===== src/rtl/alarm_ctrl_pkg.sv =====
// rtl/alarm_ctrl_pkg.sv - shared state encodings and width helpers for the alarm controller
//
// Contents:
//   state_t   : 2-bit FSM encoding (IDLE, OPEN, ALARM, LOCKOUT)
//   bits_for  : number of bits needed to hold a non-negative value
//   max3      : largest of three integers (used to size the tick timer)
package alarm_ctrl_pkg;

    typedef enum logic [1:0] {
        ST_IDLE    = 2'd0,
        ST_OPEN    = 2'd1,
        ST_ALARM   = 2'd2,
        ST_LOCKOUT = 2'd3
    } state_t;

    // Bits required to represent 'value' itself (not value-1); never less than 1.
    function automatic int bits_for(input int value);
        return (value < 2) ? 1 : $clog2(value + 1);
    endfunction

    function automatic int max3(input int a, input int b, input int c);
        int m;
        m = (a > b) ? a : b;
        return (m > c) ? m : c;
    endfunction

endpackage


===== src/rtl/tick_gen.sv =====
// rtl/tick_gen.sv - prescaler producing one tick every TICK_DIV clock cycles
//
// Ports:
//   clk     : system clock
//   rst_n   : asynchronous active-low reset
//   restart : synchronous clear of the prescaler count
//   tick    : high for one cycle when the count is at TICK_DIV-1
module tick_gen
    import alarm_ctrl_pkg::*;
#(
    parameter int TICK_DIV = 5000000
) (
    input  logic clk,
    input  logic rst_n,
    input  logic restart,
    output logic tick
);

    localparam int             CW   = bits_for(TICK_DIV - 1);
    localparam logic [CW-1:0]  TERM = CW'(TICK_DIV - 1);
    localparam logic [CW-1:0]  ONE  = CW'(1);

    logic [CW-1:0] count;

    assign tick = (count == TERM);

    always_ff @(posedge clk or negedge rst_n) begin
        if (!rst_n) begin
            count <= '0;
        end else if (restart || tick) begin
            count <= '0;
        end else begin
            count <= count + ONE;
        end
    end

endmodule


===== src/rtl/alarm_ctrl.sv =====
// rtl/alarm_ctrl.sv - safe-box access/alarm sequencer with timed open, alarm and lockout phases
//
// Ports:
//   clk, rst_n    : clock, asynchronous active-low reset
//   attempt_valid : one-cycle pulse, comparator result valid
//   attempt_ok    : 1 = code matched (qualified by attempt_valid)
//   lock_req      : close the lock early while OPEN
//   admin_clear   : abort ALARM/LOCKOUT, zero the fail count
//   unlock        : lock solenoid enable
//   alarm         : alarm LED/buzzer drive
//   locked_out    : attempts currently refused
//   fail_cnt      : consecutive wrong attempts (saturates at MAX_FAILS)
//   attempt_ack   : pulse one cycle after an accepted attempt
module alarm_ctrl
    import alarm_ctrl_pkg::*;
#(
    parameter int  TICK_DIV      = 5000000,
    parameter int  MAX_FAILS     = 3,
    parameter int  OPEN_TICKS    = 50,
    parameter int  ALARM_TICKS   = 300,
    parameter int  LOCKOUT_TICKS = 600,
    localparam int FW            = bits_for(MAX_FAILS)
) (
    input  logic          clk,
    input  logic          rst_n,
    input  logic          attempt_valid,
    input  logic          attempt_ok,
    input  logic          lock_req,
    input  logic          admin_clear,
    output logic          unlock,
    output logic          alarm,
    output logic          locked_out,
    output logic [FW-1:0] fail_cnt,
    output logic          attempt_ack
);

    localparam int            TW        = bits_for(max3(OPEN_TICKS, ALARM_TICKS, LOCKOUT_TICKS));
    localparam logic [TW-1:0] OPEN_N    = TW'(OPEN_TICKS);
    localparam logic [TW-1:0] ALARM_N   = TW'(ALARM_TICKS);
    localparam logic [TW-1:0] LOCKOUT_N = TW'(LOCKOUT_TICKS);
    localparam logic [TW-1:0] T_ONE     = TW'(1);
    localparam logic [FW-1:0] F_ONE     = FW'(1);
    localparam logic [FW-1:0] F_MAX     = FW'(MAX_FAILS);

    state_t        state;
    state_t        state_next;
    logic [FW-1:0] fail_next;
    logic [FW-1:0] fail_inc;
    logic          ack_next;
    logic          unlock_next;
    logic          alarm_next;
    logic          locked_out_next;
    logic [TW-1:0] timer;
    logic [TW-1:0] timer_load;
    logic          tick;
    logic          restart;
    logic          timeout;

    // Prescaler realigns on every state change so each timed state lasts N*TICK_DIV cycles.
    assign restart = (state_next != state);

    tick_gen #(
        .TICK_DIV (TICK_DIV)
    ) u_tick_gen (
        .clk     (clk),
        .rst_n   (rst_n),
        .restart (restart),
        .tick    (tick)
    );

    // The tick that would take the timer to zero ends the state on this edge.
    assign timeout  = tick && (timer == T_ONE);
    assign fail_inc = fail_cnt + F_ONE;

    // State register
    always_ff @(posedge clk or negedge rst_n) begin
        if (!rst_n) begin
            state <= ST_IDLE;
        end else begin
            state <= state_next;
        end
    end

    // Next-state, fail count and ack; priority admin_clear > timeout > lock_req > attempt
    always_comb begin
        state_next = state;
        fail_next  = fail_cnt;
        ack_next   = 1'b0;
        case (state)
            ST_IDLE: begin
                if (admin_clear) begin
                    fail_next = '0;
                end else if (attempt_valid) begin
                    ack_next = 1'b1;
                    if (attempt_ok) begin
                        fail_next  = '0;
                        state_next = ST_OPEN;
                    end else begin
                        fail_next = fail_inc;
                        if (fail_inc == F_MAX) begin
                            state_next = ST_ALARM;
                        end
                    end
                end
            end
            ST_OPEN: begin
                // admin_clear has no meaning while open; only timeout/lock_req close it
                if (timeout || lock_req) begin
                    state_next = ST_IDLE;
                end
            end
            ST_ALARM: begin
                if (admin_clear) begin
                    state_next = ST_IDLE;
                    fail_next  = '0;
                end else if (timeout) begin
                    state_next = ST_LOCKOUT;
                end
            end
            ST_LOCKOUT: begin
                if (admin_clear || timeout) begin
                    state_next = ST_IDLE;
                    fail_next  = '0;
                end
            end
            default: begin
                state_next = ST_IDLE;
                fail_next  = '0;
            end
        endcase
    end

    // Output decode from the next state so outputs switch on the entering edge
    always_comb begin
        unlock_next     = (state_next == ST_OPEN);
        alarm_next      = (state_next == ST_ALARM);
        locked_out_next = (state_next == ST_ALARM) || (state_next == ST_LOCKOUT);
        case (state_next)
            ST_OPEN:    timer_load = OPEN_N;
            ST_ALARM:   timer_load = ALARM_N;
            ST_LOCKOUT: timer_load = LOCKOUT_N;
            default:    timer_load = '0;
        endcase
    end

    // Registered outputs, fail counter and tick timer
    always_ff @(posedge clk or negedge rst_n) begin
        if (!rst_n) begin
            unlock      <= 1'b0;
            alarm       <= 1'b0;
            locked_out  <= 1'b0;
            attempt_ack <= 1'b0;
            fail_cnt    <= '0;
            timer       <= '0;
        end else begin
            unlock      <= unlock_next;
            alarm       <= alarm_next;
            locked_out  <= locked_out_next;
            attempt_ack <= ack_next;
            fail_cnt    <= fail_next;
            if (restart) begin
                timer <= timer_load;
            end else if (tick && (timer != '0)) begin
                timer <= timer - T_ONE;
            end
        end
    end

endmodule

===== config.mk =====
export PLATFORM = sky130hd
export DESIGN_NAME = alarm_ctrl
export DESIGN_NICKNAME = d
export VERILOG_FILES = /design/src/rtl/alarm_ctrl_pkg.sv /design/src/rtl/tick_gen.sv /design/src/rtl/alarm_ctrl.sv
export SDC_FILE = /design/constraint.sdc
export NUM_CORES = 1
export LEC_CHECK = 0
export BUFFER_PORTS_ARGS = -buffer_cell sky130_fd_sc_hd__buf_2
export CORE_MARGIN = 5
export CORE_UTILIZATION = 50
export DETAILED_ROUTE_END_ITERATION = 8
export PLACE_DENSITY = 0.67
export SLEW_MARGIN = 5
export SYNTH_ARGS = -nofsm -noshare
export SYNTH_HDL_FRONTEND = slang
export SYNTH_HIERARCHICAL = 1
export SYNTH_SLANG_ARGS = --single-unit

===== constraint.sdc =====
create_clock -name clk -period 6.35 [get_ports clk]
set_clock_uncertainty 0.15 [all_clocks]
set_input_delay 0.635 -clock clk [delete_from_list [all_inputs] [get_ports clk]]
set_output_delay 0.635 -clock clk [all_outputs]
set_load 0.005 [all_outputs]

# After elaboration in Yosys (flattened, before gate mapping)
# Cells that the tools add are included.
# word_totals
ff_bits,41
input_bits,6
out_inout_bits,6
elab_cells,57
# classes
n_addsub,3
n_eq_ne,13
mux,22
n_reduce_logical,11
# ops
operator,count
one-hot mux 10 bit (3 select lines),1
two-way mux 2 bit,13
"adder 23 x 1 -> 23 bit, second input constant",1
"equality test 23 bit, second input constant",1
two-way mux 23 bit,1
two-way mux 10 bit,2
"equality test 10 x 1 -> 1 bit, second input constant",1
"equality test 2 bit, second input constant",5
nonzero test 10 bit,1
"subtractor 10 x 1 -> 10 bit, second input constant",1
one-hot mux 2 bit (4 select lines),1
one-hot mux 2 bit (3 select lines),1
"equality test 2 x 1 -> 1 bit, second input constant",2
logical OR 1 bit,4
"inequality test 2 bit, second input constant",2
AND reduction 4 bit,1
two-way mux 1 bit,3
"inequality test 3 bit, second input constant",1
nonzero test 3 bit,1
"adder 2 x 1 -> 2 bit, second input constant",1
logical AND 1 bit,2
zero test 2 bit,1
inequality test 2 bit,1
nonzero test 2 bit,1

# Longest topological paths before layout
# depth
ltp_word,10
mapped_depth,14
depth_no_buf,13

# Cells and area by module
# The synthesis kept the hierarchy.
# modules_own_cells
module,n_inst,cells_each,area_each_um2,seq_area_each_um2
tick_gen,1,126,1158.6,575.6
alarm_ctrl,1,110,1082.3,450.4

# Worst setup path before layout
# OpenSTA, ideal clock, no wires.
# synth_path
kind,register to register
from,reg u_tick_gen.count[0]
to,reg timer[3]
setup_ps,124
arrival_time_ps,2755
required_time_ps,6076
path_slack_ps,3321
path_stages_with_launch,14
n_path_buf,1
cell_sequence,dfrtp_1 -> ha_1 -> nand4_2 -> or2_2 -> nor3_1 -> buf_2 -> nor2b_1 -> and2_1 -> nand4_1 -> a22o_1 -> ha_1 -> or2_2 -> nor2_1 -> a21oi_1
# synth_via
elab_chain_len,8
word_cells_on_any_way,17
cone_classes,5 x eq/ne; 7 x mux; 5 x reduce/logical
# synth_rtl
item,line_no,source
start: declaration,tick_gen.sv:23,logic [CW-1:0] count;
start signal: assignment,tick_gen.sv:33,count <= count + ONE;
equality test 23 bit *,tick_gen.sv:25,assign tick = (count == TERM);
named net tick,alarm_ctrl.sv:55,logic tick;
logical AND 1 bit *,alarm_ctrl.sv:72,assign timeout = tick && (timer == T_ONE);
two-way mux 2 bit (tied with other cells),alarm_ctrl.sv:116,end else if (timeout) begin
two-way mux 2 bit (on tied branches),"alarm_ctrl.sv:113, alarm_ctrl.sv:108, alarm_ctrl.sv:121",
one-hot mux 2 bit (4 select lines) *,alarm_ctrl.sv:89,case (state)
named net state_next[1],alarm_ctrl.sv:46,state_t state_next;
equality test 2 bit *,-,
named net alarm_next,alarm_ctrl.sv:51,logic alarm_next;
one-hot mux 10 bit (3 select lines) *,alarm_ctrl.sv:138,case (state_next)
two-way mux 10 bit *,alarm_ctrl.sv:161,if (restart) begin
end signal: assignment,alarm_ctrl.sv:162,timer <= timer_load;
end signal: assignment,alarm_ctrl.sv:164,timer <= timer - T_ONE;
end: declaration,alarm_ctrl.sv:53,logic [TW-1:0] timer;
# Mark *: on every way through the listed nets, which the timed path passes. The rest lies on a longest branch.
# A chain may end at the register's enable or synchronous reset.

# Final worst setup path
# layout_path
from,reg u_tick_gen.count[0]
to,reg timer[3]
# layout_via
elab_chain_len,8
word_cells_on_any_way,17
cone_classes,5 x eq/ne; 7 x mux; 5 x reduce/logical
# layout_rtl
item,line_no
equality test 23 bit *,tick_gen.sv:25
named net tick,alarm_ctrl.sv:55
logical AND 1 bit *,alarm_ctrl.sv:72
two-way mux 2 bit (tied with other cells),alarm_ctrl.sv:116
two-way mux 2 bit (on tied branches),"alarm_ctrl.sv:113, alarm_ctrl.sv:108, alarm_ctrl.sv:121"
one-hot mux 2 bit (4 select lines) *,alarm_ctrl.sv:89
equality test 2 bit *,-
named net alarm_next,alarm_ctrl.sv:51
one-hot mux 10 bit (3 select lines) *,alarm_ctrl.sv:138
two-way mux 10 bit *,alarm_ctrl.sv:161
# Marks and branches as above.

==> results.py <==
metrics = {
    "run_status": {
        "status": "finished clean",
    },
    "power": {
        "internal_cell_power_w": 0.000418,
        "seq_power_share_pct": 54.5,
        "power.switching_fraction_pct": 31.7,
        "power_frac_comb_pct": 18.3,
        "leakage_nw": 0.998,
        "share_clk_of_total_power_pct": 27.2,
        "peak_supply_drop_mv": 0.159,
        "power_per_cell_area_nw_per_um2": 253,
        "total_switching_power_w": 0.000194,
    },
    "placement": {
        "io_buffers": 11,
        "placed_cell_count": 293,
        "hpwl_mm": 3.06,
        "gp_congestion": 0.851,
    },
    "floorplanning": {
        "initial_utilization_pct": 51.5,
        "fp-row-count": 24,
        "die_width_um": 76.9,
        "num_io_pins": 12,
        "placeableCoreArea_sq_um": 4350,
        "die_area_sq_um": 5920,
        "floorplan.die.height_um": 76.9,
    },
    "synthesis": {
        "synth-edff-count": 0,
        "async_set_or_reset_flop_fraction_in_the_synthesized_netlist_pct": 100,
        "synthTopCellsByArea": "sky130_fd_sc_hd__dfrtp_1 46%, sky130_fd_sc_hd__a21oi_1 4.5%, sky130_fd_sc_hd__ha_1 4.5%",
        "synth.yosys.warnings": 6,
        "synth.top_cell.area_share_pct": 45.8,
        "yosys.cell_types.count": 45,
        "ys_seq_elements": 41,
        "commonest_register_cell_after_synthesis": "sky130_fd_sc_hd__dfrtp_1",
        "syn_avg_cell_area_sq_um": 9.50,
        "synth_area_leader_cell": "sky130_fd_sc_hd__dfrtp_1",
        "synth-seq-area-share_pct": 45.8,
        "postSynthNetCount": 250,
        "synth.cell_area_sq_um": 2240,
        "post_synth_inst_count": 236,
    },
    "finish": {
        "layout-drive-gt1-share_pct": 12.0,
        "ff_latch_area_sq_um": 1030,
        "most_frequent_cells_in_the_layout": "41 x sky130_fd_sc_hd__dfrtp_1, 25 x sky130_fd_sc_hd__nor2_1, 20 x sky130_fd_sc_hd__a21oi_1",
        "multi_input_comb_area_sq_um": 1110,
        "finalNonFillerCells": 301,
        "mostFrequentLayoutCell": "sky130_fd_sc_hd__dfrtp_1",
        "antennaDiodeCount": 0,
        "fillCellCount": 378,
        "area_growth_syn_to_layout_pct": 7.98,
        "fin_nets": 262,
    },
    "sta": {
        "final.period_utilization_pct": 59.6,
        "setup-tns-final_ps": 0,
        "slew_headroom_pct": 39.0,
        "max_freq_ghz": 0.264,
        "setup_viol": 0,
        "tightestPinTransition_ps": 916,
        "finalHoldViolations": 0,
        "period_needed_ps": 3780,
        "grt_setup_unrepaired": "false",
        "final_max_tran_viols": 0,
    },
    "worst_setup_path": {
        "critical_path_data_arrival_time_ps": 3800,
        "crit_start": "u_tick_gen/count[0]",
        "crit_type": "flip-flop to flip-flop",
        "worst-path-max-fanout": 10,
        "worstSetupStartpointType": "flip-flop",
        "r2r_cells": 12,
        "r2r_start": "u_tick_gen/count[0]",
        "reg2reg_to": "timer[3]",
        "cp.required_ps": 6370,
        "critical_path_s_slowest_cell": "sky130_fd_sc_hd__nor3_1",
        "worst_path_largest_cell_delay_ps": 730,
        "crit_chain": "ha_1, nand4_2, or2_2, nor3_1, nor2b_1, nand4_1, o41ai_1, a41oi_1, ha_1, or2_2, nor2_1, a21oi_1",
        "critPathCaptureType": "flip-flop",
        "r2r_slack_ps": 2570,
    },
    "global_route": {
        "grt_usage_pct": 15.5,
        "global_route_wire_length_before_repair_mm": 7.62,
        "antenna_found_initial": 0,
        "globalRoute.totalOverflow": 0,
        "first_global_vias": 1602,
        "grt_max_degree": 42,
    },
    "route": {
        "via_per_inst": 5.76,
        "routed_via_count": 1733,
        "iteration_0_drc_count_of_the_detailed_router": 96,
        "antenna_violating_nets_post_route": 0,
        "routed_wire_length_per_instance_um": 14.1,
        "route.final.wire_length_mm": 4.24,
        "drt_drc_violations_left": 0,
        "first_pass_iters": 4,
    },
    "cts": {
        "clk_root_buffer_cell": "sky130_fd_sc_hd__clkbuf_8",
        "inserted_clock_buffers": 5,
        "post_cts_resized": 0,
        "cts_hold_buf": 0,
        "cts_max_path_buffers": 2,
        "clkLatencyLatePin_ps": 300,
        "cts_tree": "built",
        "clk_transition_reported_paths_ps": 80,
        "postCtsSetupBuffers": 0,
        "clock_tree.htree_level_count": 2,
        "cts_sinks": 41,
    },
    "run": {
        "max_cap_violations": 0,
    },
    "min_path": {
        "hp-class": "primary input to async pin",
    },
}
==> metal layers <==
| layer | global-route usage [%] | vias to the layer above | routed length, um |
|---|---|---|---|
| met3 | 4.10 | 5 | 174 |
| met4 | 4.90 | 0 | 61 |
| li1 | - | 869 | - |
| met5 | 0 | - | 0 |
| met2 | 22.1 | 32 | 1930 |
| met1 | 22.7 | 827 | 2070 |
==> worst max-delay path, delay by kind of cell, from the launching register on <==
family | cells | cell delay, ps
AOI/OAI and AO/OA | 3 | 550
adders and majority gates | 2 | 510
DFF | 1 | 390
and+or+nand+nor | 7 | 2070
==> power by group through the flow <==
stage / Combinational (W) / Sequential [W] / Clock [W]
finish: 0.000112 / 0.000334 / 0.000166
detailed placement: 0.000113 / 0.000339 / 0
CTS: 0.000114 / 0.000334 / 0.000173
global placement: 0.000113 / 0.000337 / 0
floorplan: 0.0000850 / 0.000330 / 0
global route: 0.000130 / 0.000340 / 0.000185
==> through the flow <==
| stage | hold WS [ps] | utilization, % | setup WS, ps | area, sq um | power [W] |
|---|---|---|---|---|---|
| 2_1_floorplan | 189 | - | 3320 | 2240 | 0.000415 |
| 3_3_place_gp | 315 | 53.6 | 2720 | 2330 | 0.000450 |
| 3_5_place_dp | 330 | 53.6 | 2550 | 2330 | 0.000452 |
| 4_1_cts | 341 | 55.6 | 2560 | 2420 | 0.000621 |
| 5_1_grt | 373 | 55.6 | 2190 | 2420 | 0.000655 |
| 6_report | 305 | 55.6 | 2570 | 2420 | 0.000612 |
==> area by class of cell <==
class / count / share of cell area, %
clock buffer: 5 / 2.84
multi-input combinational: 173 / 45.9
clock inverter: 3 / 0.724
tap: 52 / 2.69
inverter: 15 / 2.84
timing repair buffer: 12 / 2.59
sequential: 41 / 42.4
==> flip-flops by register name (all words and copies together), names as in the netlist <==
register and flops:
timer 10, state 2, attempt_ack 1, u_tick_gen/count 23, alarm 1, locked_out 1, fail_cnt 2, unlock 1
==> cells by family after synthesis <==
| group | count (synthesis) | synth area share (%) |
|---|---|---|
| AO/OA/AOI/OAI | 44 | 12.2 |
| XOR/XNOR | 16 | 6.25 |
| adder cells (fa/ha/maj) | 8 | 4.47 |
| buffers and inverters | 22 | 4.86 |
| flip-flops | 41 | 45.8 |
| AND/OR/NAND/NOR | 105 | 26.5 |
==> synth_stat cells (2+ instances only) <==
master / number
sky130_fd_sc_hd__buf_2: 5
sky130_fd_sc_hd__nor3b_1: 2
sky130_fd_sc_hd__nand2b_1: 2
sky130_fd_sc_hd__xnor2_1: 10
sky130_fd_sc_hd__nor3_1: 5
sky130_fd_sc_hd__o21ai_0: 9
sky130_fd_sc_hd__xor2_1: 6
sky130_fd_sc_hd__nor2b_1: 4
sky130_fd_sc_hd__nand3b_1: 2
sky130_fd_sc_hd__nand3_1: 10
sky130_fd_sc_hd__a22o_1: 2
sky130_fd_sc_hd__dfrtp_1: 41
sky130_fd_sc_hd__a21oi_1: 20
sky130_fd_sc_hd__o31ai_1: 2
sky130_fd_sc_hd__or4_1: 5
sky130_fd_sc_hd__inv_1: 14
sky130_fd_sc_hd__or2_2: 3
sky130_fd_sc_hd__nor4_1: 4
sky130_fd_sc_hd__nor2_1: 25
sky130_fd_sc_hd__nand2_1: 15
sky130_fd_sc_hd__nand4_1: 10
sky130_fd_sc_hd__nor4b_1: 2
sky130_fd_sc_hd__ha_1: 8
sky130_fd_sc_hd__or3_1: 9
==> worst max path at each step <==
stage / endpoint / slack (ps) / cells after the start
4_1_cts: timer[3] / 2560 / 12
3_5_place_dp: timer[3] / 2550 / 12
2_1_floorplan: timer[3] / 3320 / 13
6_report: timer[3] / 2570 / 12
5_1_grt: timer[3] / 2190 / 12
3_3_place_gp: timer[3] / 2720 / 12
(Power assumes the default switching activity.)
